### config.mk
export PLATFORM = sky130hd
export DESIGN_NAME = multicycle_control_flat
export DESIGN_NICKNAME = d
export VERILOG_FILES = /design/src/rtl/multicycle_control_if.sv /design/src/rtl/multicycle_control.sv /design/src/flat_wrapper.sv
export SDC_FILE = /design/constraint.sdc
export NUM_CORES = 1
export LEC_CHECK = 0
export CAP_MARGIN = 20
export CORE_MARGIN = 1.5
export CORE_UTILIZATION = 35
export CTS_BUF_LIST = sky130_fd_sc_hd__clkbuf_4 sky130_fd_sc_hd__clkbuf_8 sky130_fd_sc_hd__clkbuf_16
export CTS_CLUSTER_DIAMETER = 100
export DETAILED_ROUTE_END_ITERATION = 8
export PLACE_DENSITY_LB_ADDON = 0.05
export SLEW_MARGIN = 20
export SYNTH_ARGS = -nofsm -noshare
export SYNTH_HDL_FRONTEND = slang
export SYNTH_SLANG_ARGS = --single-unit
### constraint.sdc
create_clock -name clk -period 2.5 [get_ports clk]
set_input_delay 0.25 -clock clk [delete_from_list [all_inputs] [get_ports clk]]
set_output_delay 0.25 -clock clk [all_outputs]
set_load 0.05 [all_outputs]
### src/rtl/multicycle_control_if.sv
// Control-unit <-> datapath/memory bundle: decoded fields and acks in, select/strobe outputs out.
// master = control unit, slave = datapath and memories.
interface multicycle_control_if #(
  parameter int ALUOP_W  = 4,
  parameter int RETIRE_W = 16
);
  logic [5:0]          opcode;
  logic [5:0]          funct;
  logic                zero;
  logic                imem_ack;
  logic                dmem_ack;
  logic                imem_req;
  logic                dmem_req;
  logic                dmem_we;
  logic                ir_write;
  logic                pc_write;
  logic [1:0]          pc_src;
  logic                alu_src_a;
  logic [1:0]          alu_src_b;
  logic [ALUOP_W-1:0]  alu_op;
  logic                shift;
  logic                imm_sel;
  logic                reg_write;
  logic                mem_to_reg;
  logic                ill_instr;
  logic [2:0]          state;
  logic [RETIRE_W-1:0] retired;

  modport master (
    input  opcode, funct, zero, imem_ack, dmem_ack,
    output imem_req, dmem_req, dmem_we, ir_write, pc_write, pc_src, alu_src_a,
           alu_src_b, alu_op, shift, imm_sel, reg_write, mem_to_reg, ill_instr,
           state, retired
  );

  modport slave (
    output opcode, funct, zero, imem_ack, dmem_ack,
    input  imem_req, dmem_req, dmem_we, ir_write, pc_write, pc_src, alu_src_a,
           alu_src_b, alu_op, shift, imm_sel, reg_write, mem_to_reg, ill_instr,
           state, retired
  );
endinterface

### src/rtl/multicycle_control.sv
// Multi-cycle FETCH/DECODE/EXEC/MEM/WB/BRANCH sequencer; outputs are combinational from state and inputs.
// Memory waits stretch FETCH/MEM until the ack; J 2, BEQ 3, ALU/SW 4, LW 5 cycles with zero-wait memory.
module multicycle_control #(
  parameter int ALUOP_W  = 4,
  parameter int RETIRE_W = 16
) (
  input  logic                 clk,
  input  logic                 rst_n,
  multicycle_control_if.master bus
);

  typedef enum logic [2:0] {
    FETCH  = 3'd0,
    DECODE = 3'd1,
    EXEC   = 3'd2,
    MEM    = 3'd3,
    WB     = 3'd4,
    BRANCH = 3'd5
  } state_e;

  typedef enum logic [2:0] {
    CL_R, CL_IMM, CL_LW, CL_SW, CL_BEQ, CL_J, CL_ILL
  } class_e;

  localparam logic [3:0] OP_AND = 4'h0;
  localparam logic [3:0] OP_OR  = 4'h1;
  localparam logic [3:0] OP_ADD = 4'h2;
  localparam logic [3:0] OP_SUB = 4'h6;
  localparam logic [3:0] OP_SLT = 4'h7;
  localparam logic [3:0] OP_SLL = 4'h9;
  localparam logic [3:0] OP_SRL = 4'hA;

  state_e              state_q, state_d;
  logic [RETIRE_W-1:0] retired_q, retired_d;
  class_e              cls;
  logic [3:0]          r_op;
  logic [3:0]          exe_op;
  logic                retire;

  logic       o_imem_req, o_dmem_req, o_dmem_we, o_ir_write, o_pc_write;
  logic [1:0] o_pc_src, o_alu_src_b;
  logic       o_alu_src_a, o_shift, o_imm_sel, o_reg_write, o_mem_to_reg, o_ill_instr;
  logic [3:0] o_op;

  always_comb begin
    cls  = CL_ILL;
    r_op = OP_ADD;
    case (bus.opcode)
      6'b000000: begin
        cls = CL_R;
        case (bus.funct)
          6'b000000: r_op = OP_SLL;
          6'b000010: r_op = OP_SRL;
          6'b100000: r_op = OP_ADD;
          6'b100010: r_op = OP_SUB;
          6'b100100: r_op = OP_AND;
          6'b100101: r_op = OP_OR;
          6'b101010: r_op = OP_SLT;
          default:   cls  = CL_ILL;
        endcase
      end
      6'b111111: cls = CL_IMM;
      6'b100011: cls = CL_LW;
      6'b101011: cls = CL_SW;
      6'b000100: cls = CL_BEQ;
      6'b000010: cls = CL_J;
      default:   cls = CL_ILL;
    endcase
  end

  // EXEC and WB share this so WB keeps presenting the EXEC operation.
  always_comb begin
    case (cls)
      CL_R:    exe_op = r_op;
      CL_IMM:  exe_op = OP_AND;
      default: exe_op = OP_ADD;
    endcase
  end

  always_ff @(posedge clk or negedge rst_n) begin
    if (!rst_n) begin
      state_q   <= FETCH;
      retired_q <= '0;
    end else begin
      state_q   <= state_d;
      retired_q <= retired_d;
    end
  end

  always_comb begin
    state_d = FETCH;
    case (state_q)
      FETCH:  state_d = bus.imem_ack ? DECODE : FETCH;
      DECODE: begin
        case (cls)
          CL_J, CL_ILL: state_d = FETCH;
          CL_BEQ:       state_d = BRANCH;
          default:      state_d = EXEC;
        endcase
      end
      EXEC: begin
        case (cls)
          CL_R, CL_IMM:  state_d = WB;
          CL_LW, CL_SW:  state_d = MEM;
          default:       state_d = FETCH;
        endcase
      end
      MEM: begin
        if (!bus.dmem_ack)     state_d = MEM;
        else if (cls == CL_LW) state_d = WB;
        else                   state_d = FETCH;
      end
      default: state_d = FETCH;
    endcase
  end

  always_comb begin
    o_imem_req   = 1'b0;
    o_dmem_req   = 1'b0;
    o_dmem_we    = 1'b0;
    o_ir_write   = 1'b0;
    o_pc_write   = 1'b0;
    o_pc_src     = 2'd0;
    o_alu_src_a  = 1'b0;
    o_alu_src_b  = 2'd0;
    o_op         = OP_AND;
    o_imm_sel    = 1'b0;
    o_reg_write  = 1'b0;
    o_mem_to_reg = 1'b0;
    o_ill_instr  = 1'b0;
    retire       = 1'b0;
    case (state_q)
      FETCH: begin
        o_imem_req  = 1'b1;
        o_alu_src_b = 2'd1;
        o_op        = OP_ADD;
        o_ir_write  = bus.imem_ack;
        o_pc_write  = bus.imem_ack;
      end
      DECODE: begin
        o_alu_src_b = 2'd3;
        o_op        = OP_ADD;
        if (cls == CL_J) begin
          o_pc_write = 1'b1;
          o_pc_src   = 2'd2;
          retire     = 1'b1;
        end else if (cls == CL_ILL) begin
          o_ill_instr = 1'b1;
        end
      end
      EXEC: begin
        o_op = exe_op;
        case (cls)
          CL_R: o_alu_src_a = 1'b1;
          CL_IMM: begin
            o_alu_src_b = 2'd2;
            o_imm_sel   = 1'b1;
          end
          CL_LW, CL_SW: begin
            o_alu_src_a = 1'b1;
            o_alu_src_b = 2'd2;
          end
          default: ;
        endcase
      end
      MEM: begin
        o_dmem_req = 1'b1;
        o_dmem_we  = (cls == CL_SW);
        retire     = bus.dmem_ack && (cls == CL_SW);
      end
      WB: begin
        o_reg_write  = 1'b1;
        o_mem_to_reg = (cls == CL_LW);
        o_op         = exe_op;
        o_imm_sel    = (cls == CL_IMM);
        retire       = 1'b1;
      end
      BRANCH: begin
        o_alu_src_a = 1'b1;
        o_op        = OP_SUB;
        o_pc_src    = 2'd1;
        o_pc_write  = bus.zero;
        retire      = 1'b1;
      end
      default: ;
    endcase
    o_shift = (o_op == OP_SLL) || (o_op == OP_SRL);
  end

  assign retired_d = retired_q + RETIRE_W'(retire);

  // Everything is forced low while reset is held so no request or strobe leaks out.
  assign bus.imem_req   = rst_n & o_imem_req;
  assign bus.dmem_req   = rst_n & o_dmem_req;
  assign bus.dmem_we    = rst_n & o_dmem_we;
  assign bus.ir_write   = rst_n & o_ir_write;
  assign bus.pc_write   = rst_n & o_pc_write;
  assign bus.pc_src     = rst_n ? o_pc_src : 2'd0;
  assign bus.alu_src_a  = rst_n & o_alu_src_a;
  assign bus.alu_src_b  = rst_n ? o_alu_src_b : 2'd0;
  assign bus.alu_op     = rst_n ? ALUOP_W'(o_op) : '0;
  assign bus.shift      = rst_n & o_shift;
  assign bus.imm_sel    = rst_n & o_imm_sel;
  assign bus.reg_write  = rst_n & o_reg_write;
  assign bus.mem_to_reg = rst_n & o_mem_to_reg;
  assign bus.ill_instr  = rst_n & o_ill_instr;
  assign bus.state      = state_q;
  assign bus.retired    = retired_q;

endmodule

### src/flat_wrapper.sv
// flat-port wrapper written by rule: the top's interface ports become plain ports
module multicycle_control_flat 
#(
  parameter int ALUOP_W  = 4,
  parameter int RETIRE_W = 16
)
  (clk, rst_n, bus_opcode, bus_funct, bus_zero, bus_imem_ack, bus_dmem_ack, bus_imem_req, bus_dmem_req, bus_dmem_we, bus_ir_write, bus_pc_write, bus_pc_src, bus_alu_src_a, bus_alu_src_b, bus_alu_op, bus_shift, bus_imm_sel, bus_reg_write, bus_mem_to_reg, bus_ill_instr, bus_state, bus_retired);
  multicycle_control_if #(.ALUOP_W(ALUOP_W), .RETIRE_W(RETIRE_W)) bus_i ();
  input  logic clk;
  input  logic rst_n;
  input wire logic [$bits(bus_i.opcode)-1:0] bus_opcode;
  input wire logic [$bits(bus_i.funct)-1:0] bus_funct;
  input wire logic [$bits(bus_i.zero)-1:0] bus_zero;
  input wire logic [$bits(bus_i.imem_ack)-1:0] bus_imem_ack;
  input wire logic [$bits(bus_i.dmem_ack)-1:0] bus_dmem_ack;
  output wire logic [$bits(bus_i.imem_req)-1:0] bus_imem_req;
  output wire logic [$bits(bus_i.dmem_req)-1:0] bus_dmem_req;
  output wire logic [$bits(bus_i.dmem_we)-1:0] bus_dmem_we;
  output wire logic [$bits(bus_i.ir_write)-1:0] bus_ir_write;
  output wire logic [$bits(bus_i.pc_write)-1:0] bus_pc_write;
  output wire logic [$bits(bus_i.pc_src)-1:0] bus_pc_src;
  output wire logic [$bits(bus_i.alu_src_a)-1:0] bus_alu_src_a;
  output wire logic [$bits(bus_i.alu_src_b)-1:0] bus_alu_src_b;
  output wire logic [$bits(bus_i.alu_op)-1:0] bus_alu_op;
  output wire logic [$bits(bus_i.shift)-1:0] bus_shift;
  output wire logic [$bits(bus_i.imm_sel)-1:0] bus_imm_sel;
  output wire logic [$bits(bus_i.reg_write)-1:0] bus_reg_write;
  output wire logic [$bits(bus_i.mem_to_reg)-1:0] bus_mem_to_reg;
  output wire logic [$bits(bus_i.ill_instr)-1:0] bus_ill_instr;
  output wire logic [$bits(bus_i.state)-1:0] bus_state;
  output wire logic [$bits(bus_i.retired)-1:0] bus_retired;
  assign bus_i.opcode = bus_opcode;
  assign bus_i.funct = bus_funct;
  assign bus_i.zero = bus_zero;
  assign bus_i.imem_ack = bus_imem_ack;
  assign bus_i.dmem_ack = bus_dmem_ack;
  assign bus_imem_req = bus_i.imem_req;
  assign bus_dmem_req = bus_i.dmem_req;
  assign bus_dmem_we = bus_i.dmem_we;
  assign bus_ir_write = bus_i.ir_write;
  assign bus_pc_write = bus_i.pc_write;
  assign bus_pc_src = bus_i.pc_src;
  assign bus_alu_src_a = bus_i.alu_src_a;
  assign bus_alu_src_b = bus_i.alu_src_b;
  assign bus_alu_op = bus_i.alu_op;
  assign bus_shift = bus_i.shift;
  assign bus_imm_sel = bus_i.imm_sel;
  assign bus_reg_write = bus_i.reg_write;
  assign bus_mem_to_reg = bus_i.mem_to_reg;
  assign bus_ill_instr = bus_i.ill_instr;
  assign bus_state = bus_i.state;
  assign bus_retired = bus_i.retired;
  multicycle_control #(.ALUOP_W(ALUOP_W), .RETIRE_W(RETIRE_W)) u_core (.clk(clk), .rst_n(rst_n), .bus(bus_i));
endmodule
==> results.md <==
- The die covers 4410 um2.
- Setup repair after global routing left no endpoint under its margin.
- The later pin in the worst-skew pair is clocked with a latency of 250 ps.
- The repair_antennas step left the layout with diodes totalling 0.
- Sequential cells burn 38.0% of the power.
- Leaving out fill and tap cells, the most frequent cells in the layout are 36 x sky130_fd_sc_hd__buf_4, 26 x sky130_fd_sc_hd__clkdlybuf4s50_1, 19 x sky130_fd_sc_hd__nor2_1, 18 x sky130_fd_sc_hd__buf_12, 17 x sky130_fd_sc_hd__dfrtp_1.
- The portion of total power attributed to combinational logic is 38.7%.
- The routed wire length is 4250 um.
- The via count of the first global-routing pass came to 1,512.
- The largest fanout on the critical path is 2.
- The highest metal layer carrying signal wires in the routed design is met4.
- The first-pass GRT wire length is 6870 um.
- The max-slew violation count is 0.
- The buffer levels on the longest clock path is 2.
- The share of synthesized cell area in and, or, nand and nor gates is 36.7%.
- The kind of end point of the critical path is a primary output.
- The fraction of synthesis flops using an asynchronous set or reset pin is 100%.
- The cell area after synthesis is 1410 um2.
- Timing analysis after detailed placement gives a worst setup slack of -168 ps.
- The met3 wirelength from detailed routing is 135 um.
- The count of nets left with antenna violations once routing finished came out at 0.
- The total of endpoints with negative setup slack in the final report is 0.
- The max-capacitance violation count is 0.
- The synthesized design contains 0 enable-type register cells.
- The final number of hold-violating endpoints is 0.
- The starting utilization of the core area is 37.3%.
- In this run the cell area measured after placement is 2470 um2.
- By startpoint and endpoint, the worst setup path is classified as input pin to primary output.
- The floorplan die width is 66.4 um.
- The fraction of power spent switching nets is 35.5%.
- The finished layout holds 304 standard cells, fillers aside.
- At the pin with the least slew margin, the transition time is 520 ps.
- In this run the static leakage power is 1.13 nW.
- Setup slack on the critical path of the routed design comes to 91.4 ps.
- Dividing the synthesized area by the synthesized cell count gives 8.32 um2.
- CTS built an H-tree with a depth of 1.
- The endpoint identified for the worst register-to-register timing path is u_core.bus.retired[13].
- In the final timing run, aggregate negative setup slack is 0 ps.
- The worst setup skew after layout is 5.32 ps.
- The placed cell count is 299.
- The type of element launching the critical path is an input pin.
- Global routing consumed, over all layers together, 19.7% of the routing resources.
- The run finished with clean final reports.
- The min-delay analysis places its worst path in the category input pin to asynchronous set/reset pin.
- TritonCTS built the clock tree.
- The number of nets in the finished design is 276.
- The area share of the largest cell type after synthesis is 33.8%.
- The count of unique library cells instantiated by Yosys is 44.
- Of the total synthesized cell area, the portion taken by XOR and XNOR cells is 9.34%.
- The total vias in the final route is 1,585.
- Once detailed placement completed, the half-perimeter wirelength came to 3360 um.
- After clock tree synthesis, the clock-pin slew on the worst setup and hold paths is 70 ps.
- The post-synthesis share of cell area spent on full adders, half adders and majority gates is 1.78%.
- The worst endpoint required time is 2250 ps.
- Of the cells placed in the final design, the portion with a size suffix greater than 1 is 30.9%.
- The signal arrival time at the worst endpoint is 2160 ps.
- The placement row count is 22.
- In this run, CTS created clock tree buffers numbering 3.
- Tracing the worst setup path back leads to its startpoint at bus_funct[0].
- The number of antenna violations at the first check in global routing was 0.
- For this run, design rule violations remaining after detail routing come to 0.
- The filler cell count is 290.
- The fmax is 415 MHz.
- The worst-case IR drop observed on VDD is 0.426 mV.
- Synthesis handed over a netlist of 169 instances.
- The largest net degree at the start of global routing is 29.
- For the finished layout, the period the worst path requires is 2410 ps.
- Sequential elements use 33.8% of the synthesized area.
- The total nets after synthesis is 188.
- The mean routed wirelength per cell is 14.0 um.
- The number of input and output port buffers inserted is 54.
- The floorplan step set the die height to 66.4 um.
- Detailed routing placed a total of 2170 um of wire on met2.
- The share of total power dissipated in the clock network is 23.3%.
- The number of warning messages in the yosys log is 0.
- The placeable core region is 3770 um2.
- Dividing total power by cell area gives a power density of 363 nW/um2.
- The library cell used most frequently in the layout, excluding fill and tap cells, is sky130_fd_sc_hd__buf_4.
- The cell at the root of the clock tree is sky130_fd_sc_hd__clkbuf_8.
- Summing the areas of all compound-gate instances in the mapped netlist gives 14.4% of the synthesized area.
- In this run, the number of DRC markers left after iteration 0 of detailed routing was 71.
- The most used flip-flop cell after synthesis is sky130_fd_sc_hd__dfrtp_1.
- Dividing the detail-routed via count by the number of cells gives 5.21.
- The post-route cell area is 2570 um2.
- The critical path capture point is bus_alu_op[1].
- The tightest slew margin relative to the limit is 65.2%.
- The detailed-route wire length on metal 1 is 1920 um.
- The design draws 0.931 mW.
- The post-route clock period utilization is 96.3%.
- The number of storage elements in the synthesis netlist is 19.
- The internal power component is 0.601 mW.
- The tree built by TritonCTS fans out to 19 sinks.
- The worst register-to-register path begins at u_core.bus.state[1].
- The count of boundary I/O pins is 55.
- Ranked by total cell area, the synthesized netlist is headed by sky130_fd_sc_hd__dfrtp_1 34%, sky130_fd_sc_hd__nor2_1 5.9%, sky130_fd_sc_hd__xnor2_1 5.6%.
- The routability-driven placement congestion ratio is 0.905.
- Global routing finished with a remaining overflow of 0.
- The first-pass iteration count of the detailed router is 4.
- Multiplexer cells account for 1.69% of the synthesized area.
- The minimum setup slack among reg-to-reg paths is 360 ps.
- For this design the total switching power over the nets is 0.331 mW.
- Compared with the post-synthesis result, the final layout area differs by 82.7%.
- Counting cells, the worst reg-to-reg path comes to 10.
- The main combinational cell family by area after synthesis is simple AND/OR/NAND/NOR gates.
- sky130_fd_sc_hd__dfrtp_1 takes more of the synthesized area than any other cell.
- The number of hold buffers added after CTS is 0.
==> worst max-delay path, cell delays in order <==
cell and delay [ps]:
sky130_fd_sc_hd__clkdlybuf4s50_1 460, sky130_fd_sc_hd__nor3_2 260, sky130_fd_sc_hd__a22oi_2 100, sky130_fd_sc_hd__mux2i_2 170
sky130_fd_sc_hd__or3b_1 370, sky130_fd_sc_hd__o311a_1 390, sky130_fd_sc_hd__buf_6 160
==> power groups by stage <==
stage          clock network [mW]  registers, mW  logic (mW)
2_1_floorplan                   0          0.432       0.108
3_3_place_gp                    0          0.358       0.353
3_5_place_dp                    0          0.358       0.356
4_1_cts                     0.223          0.353       0.359
5_1_grt                     0.234          0.358       0.382
6_report                    0.217          0.354       0.361
==> routing by layer <==
| layer | track usage [%] | vias up |
|---|---|---|
| met4 | 5.36 | 0 |
| met5 | 0 | - |
| met2 | 34.0 | 28 |
| li1 | - | 786 |
| met1 | 26.8 | 769 |
| met3 | 1.02 | 2 |
==> stage by stage <==
| step | utilization (%) | hold slack (ps) |
|---|---|---|
| 3_5_place_dp | 65.4 | 462 |
| 3_3_place_gp | 65.4 | 465 |
| 4_1_cts | 67.1 | 418 |
| 5_1_grt | 68.1 | 450 |
| 6_report | 68.1 | 417 |
| 2_1_floorplan | - | -45.6 |
==> worst min-delay path by stage <==
stage,end
floorplan,u_core.bus.retired[0]
global placement,u_core.bus.retired[15]
detailed placement,u_core.bus.retired[15]
CTS,u_core.bus.retired[9]
global route,u_core.bus.retired[14]
finish,u_core.bus.retired[9]
==> state kept, by name, summed over array words and instances, names as in the netlist <==
register            flops
u_core.bus.state        3
u_core.bus.retired     16
==> final cells by class <==
class / count / area (um2) / share of cell area, %
inverter: 1 / 3.75 / 0.146
timing repair buffer: 90 / 1000 / 39.1
sequential: 19 / 478 / 18.6
clock buffer: 4 / 48.8 / 1.90
tap: 48 / 60.1 / 2.34
multi-input combinational: 142 / 975 / 37.9
==> what timing repair did <==
action / 4_1_cts / 5_1_grt
resized for setup: 5 / 11
hold endpoints to repair: 0 / 0
setup endpoints to repair: 4 / 9
buffers inserted: 1 / 0
pin swaps: 3 / 3
==> cell families after synthesis <==
family / Yosys count
AOI/OAI and AO/OA: 29
and+or+nand+nor: 94
xor gates and xnor gates: 15
buffers and inverters: 8
DFF: 19
adders and majority gates: 2
muxes: 2
==> synthesized netlist by cell type (2+ instances only) <==
cell type	number
sky130_fd_sc_hd__a22o_1	2
sky130_fd_sc_hd__nor3_1	4
sky130_fd_sc_hd__nand2_1	13
sky130_fd_sc_hd__o22ai_1	2
sky130_fd_sc_hd__nand3_1	9
sky130_fd_sc_hd__dfrtp_1	19
sky130_fd_sc_hd__nor3b_1	3
sky130_fd_sc_hd__ha_1	2
sky130_fd_sc_hd__clkbuf_1	5
sky130_fd_sc_hd__nor2b_1	6
sky130_fd_sc_hd__nor4_1	8
sky130_fd_sc_hd__and3_1	7
sky130_fd_sc_hd__xor2_1	6
sky130_fd_sc_hd__or2_2	2
sky130_fd_sc_hd__nor2_1	22
sky130_fd_sc_hd__a311o_1	2
sky130_fd_sc_hd__a21oi_1	7
sky130_fd_sc_hd__o21ai_0	5
sky130_fd_sc_hd__buf_2	2
sky130_fd_sc_hd__and2_1	5
sky130_fd_sc_hd__xnor2_1	9
sky130_fd_sc_hd__nand4_1	3
sky130_fd_sc_hd__nand2b_1	4
sky130_fd_sc_hd__or3_1	2
No activity file was read; power rests on OpenSTA's default activity.
